### src/rtl/cordic_pkg.sv
// cordic_pkg: shared constants and types for the CORDIC blocks (the
// rotation-mode cordic and the vectoring-mode cordic_vectoring).
//   ATAN_LUT       : atan(2^-i) in Q3.18, CORDIC_WIDTH+2 bits, i = 0..CORDIC_FRAC-1
//   PI_HALF_Q318   : pi/2 in Q3.18
//   INV_K_Q218     : 1/K = 0.607253 in Q2.18 (gain compensation)
//   cordic_vec_state_t : vectoring FSM states
package cordic_pkg;

   localparam int CORDIC_WIDTH = 20;
   localparam int CORDIC_FRAC  = 18;
   localparam int CORDIC_ZW    = CORDIC_WIDTH + 2;

   // round(atan(2^-i) * 2^18)
   localparam logic signed [CORDIC_ZW-1:0] ATAN_LUT [0:CORDIC_FRAC-1] = '{
      22'sd205887, 22'sd121542, 22'sd64220, 22'sd32599,
      22'sd16363,  22'sd8189,   22'sd4096,  22'sd2048,
      22'sd1024,   22'sd512,    22'sd256,   22'sd128,
      22'sd64,     22'sd32,     22'sd16,    22'sd8,
      22'sd4,      22'sd2
   };

   localparam logic signed [CORDIC_ZW-1:0] PI_HALF_Q318 = 22'sd411775;
   localparam logic [CORDIC_WIDTH-1:0]     INV_K_Q218   = 20'd159189;

   typedef enum logic [1:0] {
      S_IDLE   = 2'd0,
      S_ITER   = 2'd1,
      S_FINISH = 2'd2
   } cordic_vec_state_t;

endpackage

### src/rtl/cordic_vec_stage.sv
// cordic_vec_stage: one combinational vectoring micro-rotation.
// Drives y toward zero; the sign of y picks the rotation direction.
// Ports:
//   i_x, i_y, i_z : current state (signed, XW bits)
//   i_atan        : atan(2^-i) for this step, same format as i_z
//   i_shift       : iteration index i
//   o_x, o_y, o_z : next state
module cordic_vec_stage #(
   parameter int XW = 22,
   parameter int SW = 5
) (
   input  logic signed [XW-1:0] i_x,
   input  logic signed [XW-1:0] i_y,
   input  logic signed [XW-1:0] i_z,
   input  logic signed [XW-1:0] i_atan,
   input  logic        [SW-1:0] i_shift,
   output logic signed [XW-1:0] o_x,
   output logic signed [XW-1:0] o_y,
   output logic signed [XW-1:0] o_z
);

   logic signed [XW-1:0] w_xs;
   logic signed [XW-1:0] w_ys;

   // Both updates use the pre-step values.
   assign w_xs = i_x >>> i_shift;
   assign w_ys = i_y >>> i_shift;

   always_comb begin
      if (!i_y[XW-1]) begin
         o_x = i_x + w_ys;
         o_y = i_y - w_xs;
         o_z = i_z + i_atan;
      end else begin
         o_x = i_x - w_ys;
         o_y = i_y + w_xs;
         o_z = i_z - i_atan;
      end
   end

endmodule

### src/rtl/cordic_vectoring.sv
// cordic_vectoring: iterative vectoring-mode CORDIC, (X, Y) -> (angle, magnitude).
// Optional feature macro: CORDIC_GAIN_COMP_EN (when defined, MAG_O is scaled by 1/K
// in the FINISH cycle; otherwise MAG_O carries the raw CORDIC gain K).
// Ports:
//   CLK_I, RST_N_I : clock (rising edge), asynchronous active-low reset
//   READY_I        : start request, sampled only in IDLE
//   X_I, Y_I       : signed Q2.18 input vector, |X|,|Y| <= 0.5
//   BUSY_O         : high while iterating / finishing
//   DONE_O         : one-cycle pulse when ANGLE_O / MAG_O update
//   ANGLE_O        : signed Q3.17 radians, (-pi, pi]
//   MAG_O          : Q2.18 magnitude, held until the next DONE_O
module cordic_vectoring
   import cordic_pkg::*;
#(
   parameter int WIDTH = CORDIC_WIDTH,
   parameter int FRAC  = CORDIC_FRAC,
   parameter int ITER  = 16
) (
   input  logic             CLK_I,
   input  logic             RST_N_I,
   input  logic             READY_I,
   input  logic [WIDTH-1:0] X_I,
   input  logic [WIDTH-1:0] Y_I,
   output logic             BUSY_O,
   output logic             DONE_O,
   output logic [WIDTH-1:0] ANGLE_O,
   output logic [WIDTH-1:0] MAG_O
);

   localparam int XW     = WIDTH + 2;                      // two integer guard bits
   localparam int N_ITER = (ITER < FRAC) ? ITER : FRAC;    // LUT holds FRAC entries
   localparam int CW     = $clog2(N_ITER + 1);
   localparam int PW     = XW + WIDTH + 1;
   localparam logic [CW-1:0]          LAST    = CW'(N_ITER - 1);
   localparam logic signed [PW-1:0]   MAG_MAX = PW'((64'd1 << (WIDTH - 1)) - 64'd1);

   cordic_vec_state_t    r_state;
   logic [CW-1:0]        r_iter;
   logic signed [XW-1:0] r_x, r_y, r_z;
   logic                 r_zero;
   logic                 r_busy, r_done;
   logic [WIDTH-1:0]     r_angle, r_mag;

   logic signed [XW-1:0] w_x_in, w_y_in;
   logic signed [XW-1:0] w_pre_x, w_pre_y, w_pre_z;
   logic signed [XW-1:0] w_x_nx, w_y_nx, w_z_nx, w_atan;
   logic signed [PW-1:0] w_mag_full;
   logic [WIDTH-1:0]     w_mag_sat;

   assign w_x_in = XW'($signed(X_I));
   assign w_y_in = XW'($signed(Y_I));
   assign w_atan = XW'(ATAN_LUT[r_iter]);

   // Fold the left half-plane into the right so the iterations converge.
   // X<0, Y=0 takes the Y>=0 branch, giving +pi rather than -pi.
   always_comb begin
      w_pre_x = w_x_in;
      w_pre_y = w_y_in;
      w_pre_z = '0;
      if (w_x_in[XW-1]) begin
         if (!w_y_in[XW-1]) begin
            w_pre_x = w_y_in;
            w_pre_y = -w_x_in;
            w_pre_z = XW'(PI_HALF_Q318);
         end else begin
            w_pre_x = -w_y_in;
            w_pre_y = w_x_in;
            w_pre_z = -XW'(PI_HALF_Q318);
         end
      end
   end

   cordic_vec_stage #(.XW(XW), .SW(CW)) u_stage (
      .i_x     (r_x),
      .i_y     (r_y),
      .i_z     (r_z),
      .i_atan  (w_atan),
      .i_shift (r_iter),
      .o_x     (w_x_nx),
      .o_y     (w_y_nx),
      .o_z     (w_z_nx)
   );

`ifdef CORDIC_GAIN_COMP_EN
   localparam logic signed [PW-1:0] ROUND_HALF = PW'(64'd1 << (FRAC - 1));
   logic signed [PW-1:0] w_prod;
   // Full-width Q.36 product, rounded back to Q2.18.
   assign w_prod     = PW'(r_x) * PW'($signed({1'b0, INV_K_Q218}));
   assign w_mag_full = (w_prod + ROUND_HALF) >>> FRAC;
`else
   assign w_mag_full = PW'(r_x);
`endif

   // Magnitude is unsigned-valued: clamp below at 0, above at the Q2.18 max.
   always_comb begin
      if (w_mag_full[PW-1]) begin
         w_mag_sat = '0;
      end else if (w_mag_full > MAG_MAX) begin
         w_mag_sat = MAG_MAX[WIDTH-1:0];
      end else begin
         w_mag_sat = w_mag_full[WIDTH-1:0];
      end
   end

   always_ff @(posedge CLK_I or negedge RST_N_I) begin
      if (!RST_N_I) begin
         r_state <= S_IDLE;
         r_iter  <= '0;
         r_x     <= '0;
         r_y     <= '0;
         r_z     <= '0;
         r_zero  <= 1'b0;
         r_busy  <= 1'b0;
         r_done  <= 1'b0;
         r_angle <= '0;
         r_mag   <= '0;
      end else begin
         r_done <= 1'b0;
         case (r_state)
            S_IDLE: begin
               if (READY_I) begin
                  r_x     <= w_pre_x;
                  r_y     <= w_pre_y;
                  r_z     <= w_pre_z;
                  r_zero  <= (X_I == '0) && (Y_I == '0);
                  r_iter  <= '0;
                  r_busy  <= 1'b1;
                  r_state <= S_ITER;
               end
            end
            S_ITER: begin
               r_x <= w_x_nx;
               r_y <= w_y_nx;
               r_z <= w_z_nx;
               if (r_iter == LAST) begin
                  r_state <= S_FINISH;
               end else begin
                  r_iter <= r_iter + 1'b1;
               end
            end
            S_FINISH: begin
               // z is Q3.18; dropping its LSB gives Q3.17.
               r_angle <= r_zero ? '0 : r_z[WIDTH:1];
               r_mag   <= r_zero ? '0 : w_mag_sat;
               r_done  <= 1'b1;
               r_busy  <= 1'b0;
               r_state <= S_IDLE;
            end
            default: begin
               r_busy  <= 1'b0;
               r_state <= S_IDLE;
            end
         endcase
      end
   end

   assign BUSY_O  = r_busy;
   assign DONE_O  = r_done;
   assign ANGLE_O = r_angle;
   assign MAG_O   = r_mag;

endmodule

### config.mk
export PLATFORM = sky130hd
export DESIGN_NAME = cordic_vectoring
export DESIGN_NICKNAME = d
export VERILOG_FILES = /design/src/rtl/cordic_pkg.sv /design/src/rtl/cordic_vec_stage.sv /design/src/rtl/cordic_vectoring.sv
export SDC_FILE = /design/constraint.sdc
export NUM_CORES = 1
export LEC_CHECK = 0
export ABC_AREA = 1
export BUFFER_PORTS_ARGS = -buffer_cell sky130_fd_sc_hd__buf_2
export CORE_MARGIN = 8
export CORE_UTILIZATION = 30
export CTS_CLUSTER_DIAMETER = 150
export CTS_CLUSTER_SIZE = 12
export DETAILED_ROUTE_END_ITERATION = 10
export GPL_TIMING_DRIVEN = 0
export HOLD_SLACK_MARGIN = 0.12
export PLACE_DENSITY_LB_ADDON = 0.08
export SYNTH_ARGS = -nofsm -noshare
export SYNTH_HDL_FRONTEND = slang
export SYNTH_SLANG_ARGS = --single-unit
### constraint.sdc
create_clock -name CLK_I -period 4.6 [get_ports CLK_I]
set_input_delay 0.23 -clock CLK_I [delete_from_list [all_inputs] [get_ports CLK_I]]
set_output_delay 0.23 -clock CLK_I [all_outputs]
set_load 0.005 [all_outputs]
-- Word-level counts from Yosys, hierarchy flattened
Memory sizes are Yosys's and may differ from the RTL's.
Cells that the tools add are included.
- flip-flop bits (word level): 116
- bits in latches: 0
- bits in writable memories: 0
- bits in read-only memories: 704
- word-level logic and storage cells: 72
- memories kept: 1
- memory list (name ; words ; bits a word ; rd ports ; clocked after memory_dff ; write ports ; line ; source):
    (name not given) ; 32 ; 22 ; 1 ; 0 ; 0 ; cordic_vectoring.sv:52 ; assign w_atan = XW'(ATAN_LUT[r_iter]);
- add/sub/neg operators: 9
- $mul: 0
- div/mod/pow operators: 0
- $lt $le $gt $ge: 2
- eq/ne operators: 6
- shifts and indexed selects: 2
- mux-type cells: 30
- bitwise logic cells: 2
- reduce and logical (&&, ||, !) cells: 10
- operator list (cell ; number):
    22-bit two-way mux ; 14
    22-bit case mux with 2 select lines ; 3
    20-bit two-way mux ; 4
    22-bit adder ; 3
    22-bit subtractor ; 3
    20-bit negation with 22-bit output ; 2
    22-bit by 5-bit >>> shifter with 22-bit output ; 2
    20-bit logical NOT ; 2
    22-bit by 20-bit greater-than comparator with 1-bit output (second input constant) ; 1
    5-bit two-way mux ; 2
    5-bit case mux with 2 select lines ; 1
    2-bit AND reduction ; 4
    6-bit greater-or-equal comparator (second input constant) ; 1
    2-bit != test (second input constant) ; 3
    5-bit NOT with 6-bit output ; 1
    5-bit by 1-bit adder with 5-bit output (second input constant) ; 1
    5-bit by 4-bit equality test with 1-bit output (second input constant) ; 1
    2-bit two-way mux ; 2
    2-bit case mux with 2 select lines ; 1
    3-bit AND reduction ; 1
    2-bit by 1-bit equality test with 1-bit output (second input constant) ; 1
    2-bit equality test (second input constant) ; 1
    2-bit logical NOT ; 1
    1-bit two-way mux ; 2
    4 further kinds ; 4

-- Logic depth before layout (Yosys ltp)
Gate-level depths: netlist of run 1.
- word-level depth: 7
- gate-level depth with buffers: 35
- depth with buffers taken out: 34

-- By module
A second synthesis of run 1 with hierarchy kept.
- cell total of the unflattened synthesis: 2275
- area total of the unflattened synthesis: 13773.2 um2
- modules (own cells, without submodules) (module ; instances ; cells an instance ; area an instance (um2) ; seq. area each (um2)):
    cordic_vec_stage ; 1 ; 1315 ; 7039.3 ; 0.0
    cordic_vectoring ; 1 ; 960 ; 6734.0 ; 2902.8

-- Worst setup path before layout of run 1
No wires, ideal clock.
- kind: reg-to-reg
- start: reg r_iter[0]
- end: reg r_y[17]
- arrival: 3601 ps
- required time: 4483 ps
- setup slack: 882 ps
- cell stages (with the launch flop): 32
- path buffers: 2
- period minus slack after synthesis: 3718 ps
- cell sequence: dfrtp_1 > buf_6 > buf_2 > nand2_1 > nand3_1 > nand3_1 > nand2_1 > nand2_1 > nand2_1 > a21oi_2 > ha_1 > nand2_2 > nor2_4 > nand3_2 > nor2_2 > nor2_1 > xnor2_1 > inv_1 > ha_1 > nand2_1 > nor2_1 > inv_1 > o21ai_0 > a31oi_1 > o21bai_1 > nand2_1 > nand2_1 > nand2_1 > nand3_1 > nand2_1 > nand2_1 > nand2_1
- cells in the longest elaborated chain, start to end: 4
- elaborated cells between the ends (all ways): 5
- those cells by class: 2 x add/sub; 1 x shift; 2 x mux
- RTL lines (item ; line ; source):
    start, declared ; cordic_vectoring.sv:38 ; logic [CW-1:0] r_iter;
    start signal, assigned ; cordic_vectoring.sv:138 ; r_iter <= r_iter + 1'b1;
    22-bit by 5-bit >>> shifter with 22-bit output * ; cordic_vec_stage.sv:26 ; assign w_xs = i_x >>> i_shift;
    22-bit subtractor or 22-bit adder (tied branches) ; cordic_vec_stage.sv:32, cordic_vec_stage.sv:36 ;
    22-bit two-way mux * ; cordic_vec_stage.sv:30 ; if (!i_y[XW-1]) begin
    22-bit case mux with 2 select lines * ; cordic_vectoring.sv:119 ; case (r_state)
    end signal, assigned ; cordic_vectoring.sv:123 ; r_y <= w_pre_y;
    end signal, assigned ; cordic_vectoring.sv:133 ; r_y <= w_y_nx;
    end, declared ; cordic_vectoring.sv:39 ; logic signed [XW-1:0] r_x, r_y, r_z;
Every way passes the cells marked *; elsewhere a longest branch is shown, timed or not.
A chain may end at the register's enable or synchronous reset.

-- Final worst setup path of run 1
- start: reg r_iter[2]
- end: reg r_y[18]
Same word-level chain as after synthesis.

==> results of run 1 <==
==> cell families (layout without fill, tap and decap cells) <==
| kind of cell | after synthesis | after routing |
|---|---|---|
| xor+xnor | 75 | 75 |
| flops | 115 | 115 |
| compound gates | 447 | 447 |
| fa+ha+maj | 84 | 84 |
| buf+inv | 292 | 422 |
| simple gates | 1133 | 1133 |
==> layer usage <==
layer	global-route usage (%)	routed length (um)	vias to the layer above
met3	2.779	2979	102
met2	41.81	29740	503
met4	9.477	2334	0
met1	30.53	27130	7301
met5	0	0	-
li1	-	-	7400
==> state kept, by name, indices dropped and copies added (netlist names) <==
register and count:
r_zero 1, r_state 2, DONE_O 1, r_x 22
MAG_O 20, r_iter 5, r_z 21, BUSY_O 1
r_y 22, ANGLE_O 20
==> layout by cell type (no fill, tap or decap), types with 8 or more instances in the layout <==
| master | synthesis | final |
|---|---|---|
| dfrtp_1 | 115 | 113 |
| a21oi_2 | 2 | 12 |
| buf_4 | 7 | 21 |
| buf_2 | 24 | 102 |
| xor2_1 | 50 | 49 |
| nand4_1 | 13 | 13 |
| xnor2_1 | 25 | 25 |
| o21bai_1 | 12 | 10 |
| nor2_4 | 5 | 8 |
| ha_1 | 81 | 73 |
| o21ai_1 | 16 | 22 |
| buf_1 | 9 | 8 |
| nand2_1 | 644 | 638 |
| o211ai_1 | 21 | 21 |
| buf_6 | 7 | 8 |
| nor3_1 | 19 | 16 |
| a22oi_1 | 18 | 18 |
| a21oi_1 | 127 | 117 |
| nand2_2 | 10 | 16 |
| o21ai_0 | 159 | 149 |
| clkbuf_1 | 43 | 38 |
| nand3_2 | 6 | 11 |
| o21a_1 | 26 | 26 |
| nor2_1 | 179 | 165 |
| clkbuf_16 | 0 | 17 |
| inv_1 | 192 | 192 |
| nor2_2 | 8 | 19 |
| o221ai_1 | 13 | 13 |
| nand3_1 | 233 | 228 |
| inv_2 | 9 | 9 |
==> stage by stage <==
| step | setup slack (ns) | setup TNS, ns | instance area, sq um |
|---|---|---|---|
| after global routing | -0.05073 | -0.1711 | 15430 |
| after CTS | 0.007414 | 0 | 15080 |
| after global placement | -0.8441 | -7.667 | 14400 |
| after detailed placement | -0.8806 | -8.241 | 14430 |
| after floorplan | 0.8819 | 0 | 13240 |
| final | 0.1964 | 0 | 15430 |
==> how the worst max path moves through the flow <==
stage,endpoint,slack [ns]
final,r_y[18],0.20
after global routing,r_x[21],-0.05
after CTS,r_y[16],0.007
after detailed placement,r_y[16],-0.88
after global placement,r_y[16],-0.84
after floorplan,r_y[17],0.88
==> timing repair <==
item                                    in CTS  in global routing
hold buffers                                 3                  0
hold endpoints to repair                    58                  0
endpoints found under the setup margin      31                 31
pin swaps                                    1                 18
gates resized for setup                     17                 78
setup buffers                                0                 12
==> final cells by class <==
cell class | instances | share of cell area [%]
Buffer | 89 | 3.040
Tap cell | 592 | 4.799
Clock buffer | 18 | 2.845
Multi-Input combinational cell | 1739 | 61.13
Sequential cell | 115 | 18.66
Clock inverter | 14 | 0.9079
Inverter | 202 | 4.929
Timing Repair Buffer | 99 | 3.688
==> critical path, delay by kind of cell, from the launching register on <==
kind,cells,cell delay (ns)
compound gates,9,1.52
simple gates,6,0.93
buf+inv,4,0.68
flops,1,0.49
fa+ha+maj,1,0.37
xor+xnor,1,0.31
==> metrics.cfg, run 1 <==
[synthesis]
synth_nets = 2273
synth_edf_count = 0
synthMuxAreaShare_pct = 0
synthTopCellsByCount = nand2_1, nand3_1, inv_1, nor2_1, o21ai_0
synth_top_area_share_pct = 21.73
synth-simple-area-share_pct = 35.98
synthAdderAreaFrac_pct = 8.106
yosys_warnings = 0
synth-xor-area-share_pct = 4.960
syn_area_sq_um = 13240
synth-compound-area-share_pct = 20.10
synth_cells = 2146
ys_seq_area_share_pct = 21.73
yosys.area.top_type = dfrtp_1
synthTopCellsByArea = dfrtp_1, nand2_1, nand3_1
avgSynthCellArea_sq_um = 6.171
async_flop_share_pct = 100.0
ys_seq_elements = 115
synth_ff_type = dfrtp_1
synth_top_family_by_area = simple AND/OR/NAND/NOR gates
synth.most_common_cell = nand2_1
ys_types = 56

[worst_setup_path]
crit_path_end_kind = register
slowest_stage = dfrtp_1
rrSetupSlack_ns = 0.20
path_cells = inv_2, buf_2, buf_6, nor2_1, o21ai_1, nand2_1, a21oi_4, nand3_2, nor2_4, a21oi_1, xnor2_1, inv_1, ha_1, a21oi_2, o21ai_0, a211oi_2, nand3_1, o21ai_0, a21oi_1, nand3b_1, o21a_1
crit_type = reg -> reg
cp_max_fo = 10
crit_start = r_iter[2]
arrival_ns = 4.75
reg2reg_to = r_y[18]
reg2reg_from = r_iter[2]
slowest_delay_ns = 0.49
required_ns = 4.95
cp-start-kind = register
reg2reg_depth = 21

[die]
die_w_um = 226.1
pin_count = 85
core-area_sq_um = 43930
rows = 77
die_y_um = 226.1
die-area_sq_um = 51130
initial_core_util_pct = 30.15

[cts]
cts_buffers = 17
cts_tree = built
cts_root_buf = clkbuf_16
clk_pin_slew_ns = 0.06
clk_latency_ns = 0.46
clock_path_buffers = 2
cts_sinks = 115
cts_max_level = 4

[routing]
drt_iter0_markers = 1216
postRouteAntennaNets = 0
post_drt_wl_per_cell_um = 21.68
via_per_inst = 5.337
drc_errors = 0
vias = 15306
drt-total-wl_um = 62180
first_pass_iters = 5

[final_layout]
diodes = 0
nFillCells = 4951
area_growth_pct = 16.54
postLayoutCoreUtil_pct = 35.13
drive_gt1_share_pct = 12.48
multiInputGateArea_sq_um = 9435
layout.cells.non_filler = 2868
register_area_sq_um = 2880
nNetsFinal = 2390

[place]
portBuffers = 83
dp.cells = 2822
gp_congestion = 1.002
dpl.hpwl_um = 50900

[sta]
hold_viol_final = 0
max_freq_mhz = 227.1
slew_violations = 0
slew_headroom_pct = 18.75
skew_ns = 0.01146
hold_slack_ns = 0.2298
tightest_slew_ns = 1.210
period_needed_ns = 4.404
setup_viol = 0
period_share_pct = 95.73
rsz0062_at_grt = yes

[global_route]
grt_pass1_wl_um = 92870
grt_overflow = 0
grt_max_degree = 60
track_usage_pct = 24.22
grt_antenna_before_repair = 0
grt_pass1_vias = 14845

[worst_hold_path]
min-delay-start = X_I[1]
holdPathEnd = r_y[1]
hold_path_depth = 5
hold_class = in -> reg

[flow_run]
drv_cap = 0

[outcome]
status = finished, final reports clean

Power of run 1 is not shown: default switching activity piles up to over one toggle a cycle in this logic, so the estimate is an artifact.
==> inputs of run 2 (changes only) <==
--- a/config.mk
+++ b/config.mk
@@ -15,6 +15,8 @@
 export GPL_TIMING_DRIVEN = 0
 export HOLD_SLACK_MARGIN = 0.12
 export PLACE_DENSITY_LB_ADDON = 0.08
+export SLEW_MARGIN = 30
 export SYNTH_ARGS = -nofsm -noshare
 export SYNTH_HDL_FRONTEND = slang
+export SYNTH_HIERARCHICAL = 1
 export SYNTH_SLANG_ARGS = --single-unit
==> run 2 against run 1 <==
Compared with the run above: core utilization increased by 0.71 points; routed wire length shrank 3.2%; register-to-register slack about the same; synthesized area grew 3.3%; cell count increased by 4.6%; non-clock buffer count grew 7; count of clock-buffer cells in the layout increased by 1; hold slack got worse by 0.077 ns; final area grew 4.9%; synthesized cell count grew 5.4%; maximum frequency increased by 0.29%; global-route usage down 2.1 points.
==> metrics.cfg, run 2 <==
[die]
die-area_sq_um = 52690
rows = 78
die_w_um = 229.5
die_y_um = 229.5
core-area_sq_um = 45190
initial_core_util_pct = 30.28
pin_count = 85

[synthesis]
synth_cells = 2262
yosys_warnings = 6
avgSynthCellArea_sq_um = 6.048
syn_area_sq_um = 13680

[worst_setup_path]
cp_max_fo = 10
crit_path_frequent_cell = nand2_1
cp_top_family = simple AND/OR/NAND/NOR gates
crit_type = reg -> reg
arrival_ns = 4.74
slowest_stage = dfrtp_2
reg2reg_depth = 29
required_ns = 4.95
reg2reg_to = r_x[21]
slowest_delay_ns = 0.45
cp.buffers_inverters = 5
crit_path_end_kind = register
cp-start-kind = register
reg2reg_from = r_iter[1]
rrSetupSlack_ns = 0.21

[final_layout]
layout.cells.non_filler = 2999
nNetsFinal = 2513
reg.largest.list = r_x x22, r_y x22, r_z x21
final_common_cell = nand2_1
most-common-layout-cells = nand2_1, nand3_1, nor2_1
drive_gt1_share_pct = 14.64
postLayoutCoreUtil_pct = 35.84
area_growth_pct = 18.37
nFillCells = 5064

[worst_hold_path]
min-delay-start = X_I[0]
hold_class = in -> reg
holdPathEnd = r_y[0]
hold_path_depth = 3

[cts]
clk_latency_ns = 0.43
cts_max_level = 4
cts_sinks = 115
cts_buffers = 17
clock_path_buffers = 2
cts_root_buf = clkbuf_16
clk_pin_slew_ns = 0.06
cts_tree = built

[routing]
postRouteAntennaNets = 0
drt_iter0_markers = 1179
vias = 15599
first_pass_iters = 5
post_drt_wl_per_cell_um = 20.06
drc_errors = 0
via_per_inst = 5.201
drt-total-wl_um = 60160

[flow_run]
drv_cap = 0

[place]
dpl.hpwl_um = 49470
pre_cts_ws_ns = -0.8686
dp.cells = 2948
portBuffers = 82
gp_congestion = 0.9489

[global_route]
grt_pass1_vias = 14853
grt_overflow = 0
grt_pass1_wl_um = 90200
grt_max_degree = 81
track_usage_pct = 22.10
grt_antenna_before_repair = 0

[sta]
tns_ns = 0
setup_ws_ns = 0.2090
period_share_pct = 95.46
setup_viol = 0
slew_violations = 0
slew_headroom_pct = 42.24
period_needed_ns = 4.391
hold_viol_final = 0
skew_ns = 0.01221
max_freq_mhz = 227.7
rsz0062_at_grt = yes
tightest_slew_ns = 0.8665

[outcome]
status = finished, final reports clean

## run 2: cell count changes in the layout (fill, tap and decap cells not counted), moves of 6 or more
cell      change
o21a_1       -24
o221ai_1     -13
a22oi_1      -15
nand2_2      +15
clkbuf_1     -20
nand3_1      +59
o21ai_0      -16
nand2_1      +47
ha_4          +6
xor2_1       +10
buf_2        +13
o21ai_1       +7
a21oi_1      -33
nor2_1       +57
## run 2: layer usage
metal | wire [um] | global-route usage [%]
met5 | 0 | 0
met3 | 2461 | 2.447
met4 | 1611 | 5.997
met1 | 26960 | 28.98
met2 | 29130 | 37.98
## run 2: worst max-delay path by stage
stage | startpoint | endpoint | cells past startpoint | slack (ns)
after detailed placement | r_y[21] | r_y[17] | 18 | -0.87
final | r_iter[1] | r_x[21] | 29 | 0.21
after global placement | r_y[21] | r_y[17] | 18 | -0.89
after floorplan | r_iter[1] | r_y[15] | 27 | 0.79
after global routing | r_iter[2] | r_z[20] | 22 | -0.05
after CTS | r_iter[1] | r_y[17] | 25 | 0.02
## run 2: worst min-delay path, cell delays in order
cell and delay (ns):
buf_2 0.11, a211oi_1 0.09, o21ai_1 0.11
## run 2: metrics by stage
stage               hold slack (ns)  cell area, sq um
CTS                          0.1433             15630
finish                       0.1530             16190
detailed placement           0.1270             14890
global route                 0.1551             16190
floorplan                  -0.06559             13690
global placement             0.4461             14850
## run 2: cell type report
class	count	area [sq um]	share of cell area, %
Clock buffer	19	442.9	2.735
Inverter	205	780.7	4.821
Clock inverter	13	147.6	0.9117
Multi-Input combinational cell	1851	10040	61.97
Sequential cell	115	2884	17.81
Buffer	92	534.3	3.299
Timing Repair Buffer	103	615.6	3.801
Antenna cell	1	2.502	0.01545
Tap cell	600	750.7	4.636
## run 2: repair_timing
item | in CTS | in global routing
hold endpoints to repair | 116 | 0
pin swaps | 2 | 22
gates resized for setup | 39 | 104
hold buffers | 2 | 0
setup endpoints to repair | 39 | 32
setup buffers | 1 | 17
Power of run 2 is left out for the same reason.
==> inputs of run 3 (changes only) <==
--- a/config.mk
+++ b/config.mk
@@ -15,6 +15,7 @@
 export GPL_TIMING_DRIVEN = 0
 export HOLD_SLACK_MARGIN = 0.12
 export PLACE_DENSITY_LB_ADDON = 0.08
+export SETUP_SLACK_MARGIN = 0.4
 export SLEW_MARGIN = 30
 export SYNTH_ARGS = -nofsm -noshare
 export SYNTH_HDL_FRONTEND = slang
==> run 3 against run 2 <==
Compared with the run above: count of clock-buffer cells in the layout stayed put; hold slack better by 0.0051 ns; cell count is 1.4% higher; critical path depth is 6 lower; register-to-register slack better by 0.26 ns; die area stayed put; global-route usage is 0.26 points higher; sequential cell count stayed put; worst setup slack better by 0.26 ns; critical path type unchanged.
==> metrics.cfg, run 3 (synthesis gave the netlist of run 2 again) <==
[outcome]
status = finished, final reports clean

[cts]
cts_max_level = 4
clk_pin_slew_ns = 0.06
cts_sinks = 115
clk_latency_ns = 0.43
cts_root_buf = clkbuf_16
cts_buffers = 17
clock_path_buffers = 2
cts_tree = built

[sta]
slew_headroom_pct = 46.69
rsz0062_at_grt = yes
slew_violations = 0
hold_viol_final = 0
period_share_pct = 89.89
tns_ns = 0
skew_ns = 0.01095
period_needed_ns = 4.135
max_freq_mhz = 241.8
setup_viol = 0
setup_ws_ns = 0.4650
tightest_slew_ns = 0.7996

[worst_setup_path]
cp_max_fo = 5
crit_type = reg -> reg
rrSetupSlack_ns = 0.46
crit_path_end_kind = register
reg2reg_to = r_z[20]
arrival_ns = 4.43
slowest_delay_ns = 0.45
reg2reg_depth = 23
cp-start-kind = register
path_cells = buf_4, ha_1, inv_1, a21oi_1, o21ai_0, a21oi_2, nor2_2, nand4_1, nor3_2, nand2_1, nor2_2, nand2_1, nor3_2, nor2_1, xnor2_1, ha_1, a21oi_1, nor3_1, a211oi_2, o2111ai_2, xor2_1, nand2_1, o211ai_1
required_ns = 4.89
slowest_stage = dfrtp_2
crit_path_frequent_cell = nand2_1
reg2reg_from = r_iter[0]

[die]
die-area_sq_um = 52690
initial_core_util_pct = 30.28
die_w_um = 229.5
rows = 78
core-area_sq_um = 45190
die_y_um = 229.5
pin_count = 85

[final_layout]
most-common-layout-cells = nand2_1, nand3_1, nor2_1
area_growth_pct = 30.39
drive_gt1_share_pct = 24.47
reg.largest.list = r_x x22, r_y x22, r_z x21
nFillCells = 4898
nNetsFinal = 2555
stdcell_area_sq_um = 17840
final_common_cell = nand2_1

[routing]
vias = 16041
first_pass_iters = 5
via_per_inst = 5.275
drc_errors = 0
postRouteAntennaNets = 0
post_drt_wl_per_cell_um = 20.34
drt_iter0_markers = 1159
drt-total-wl_um = 61850

[place]
dpl_cell_area_sq_um = 14890
dpl.hpwl_um = 49470
gp_congestion = 0.9489
portBuffers = 82
pre_cts_ws_ns = -0.8686

[global_route]
grt_pass1_wl_um = 91460
track_usage_pct = 22.37
grt_antenna_before_repair = 0
grt_overflow = 0
grt_pass1_vias = 15127
grt_max_degree = 81

[worst_hold_path]
hold_path_depth = 3
min-delay-start = X_I[0]
hold_class = in -> reg
holdPathEnd = r_y[0]

[flow_run]
drv_cap = 0

run 3: cell count changes in the layout (fill, tap and decap cells not counted), moves of 8 or more:
cell | before | now
a21oi_1 | 84 | 69
ha_2 | 1 | 9
a21oi_4 | 3 | 11
o21ai_2 | 8 | 20
ha_1 | 70 | 45
o21ai_0 | 133 | 122
nand2_1 | 685 | 640
nand3_2 | 12 | 64
nor2_2 | 16 | 25
buf_4 | 23 | 67
ha_4 | 11 | 28
nor2_1 | 222 | 207
nand2_2 | 31 | 71
nand3_1 | 287 | 231
run 3: repair_timing:
item	CTS	global route
buffers inserted	17	38
gates cloned	2	1
endpoints found under the setup margin	51	34
hold endpoints to repair	116	0
gates resized for setup	181	254
pin swaps	26	87
hold buffers	2	0
run 3: how the worst max path moves through the flow:
stage                   start  slack (ns)  cells after the start      end
finish              r_iter[0]        0.46                     23  r_z[20]
global route        r_iter[0]        0.25                     29  r_x[21]
CTS                 r_iter[0]        0.37                     28  r_x[21]
detailed placement    r_y[21]       -0.87                     18  r_y[17]
global placement      r_y[21]       -0.89                     18  r_y[17]
floorplan           r_iter[1]        0.79                     27  r_y[15]
run 3: per-layer routing:
layer	GRT usage [%]	routed length, um	share of wire, %	vias to the layer above
li1	-	-	-	7753
met3	2.794	2968	4.8	106
met5	0	0	0	-
met4	6.057	1979	3.2	0
met2	38.66	30030	49	469
met1	28.97	26870	43	7713
run 3: cell type report:
type | count | area (sq um) | area share [%]
flip-flops and latches | 115 | 2883 | 16.16
clock buffers | 19 | 442.9 | 2.483
plain buffers | 94 | 600.6 | 3.367
well taps | 600 | 750.7 | 4.208
diodes | 1 | 2.502 | 0.01403
repair buffers | 143 | 987.2 | 5.534
inverters | 205 | 798.3 | 4.475
clock inverters | 13 | 147.6 | 0.8277
multi-input cells | 1851 | 11230 | 62.93
run 3: critical path, delay by kind of cell (launching register included):
family | cells | cell delay (ns)
AO/OA/AOI/OAI | 7 | 1.07
XOR/XNOR | 2 | 0.45
adder cells (fa/ha/maj) | 2 | 0.52
buffers and inverters | 2 | 0.24
flip-flops | 1 | 0.45
AND/OR/NAND/NOR | 10 | 1.24
run 3: stage by stage:
| stage | cells | utilization, % | hold slack [ns] |
|---|---|---|---|
| after floorplan | 2265 | - | -0.06559 |
| after global placement | 2947 | 32.87 | 0.4461 |
| after detailed placement | 2948 | 32.95 | 0.1270 |
| after CTS | 3001 | 36.30 | 0.1433 |
| after global routing | 3040 | 39.47 | 0.1551 |
| final | 3041 | 39.48 | 0.1580 |
Power of run 3 is left out for the same reason.
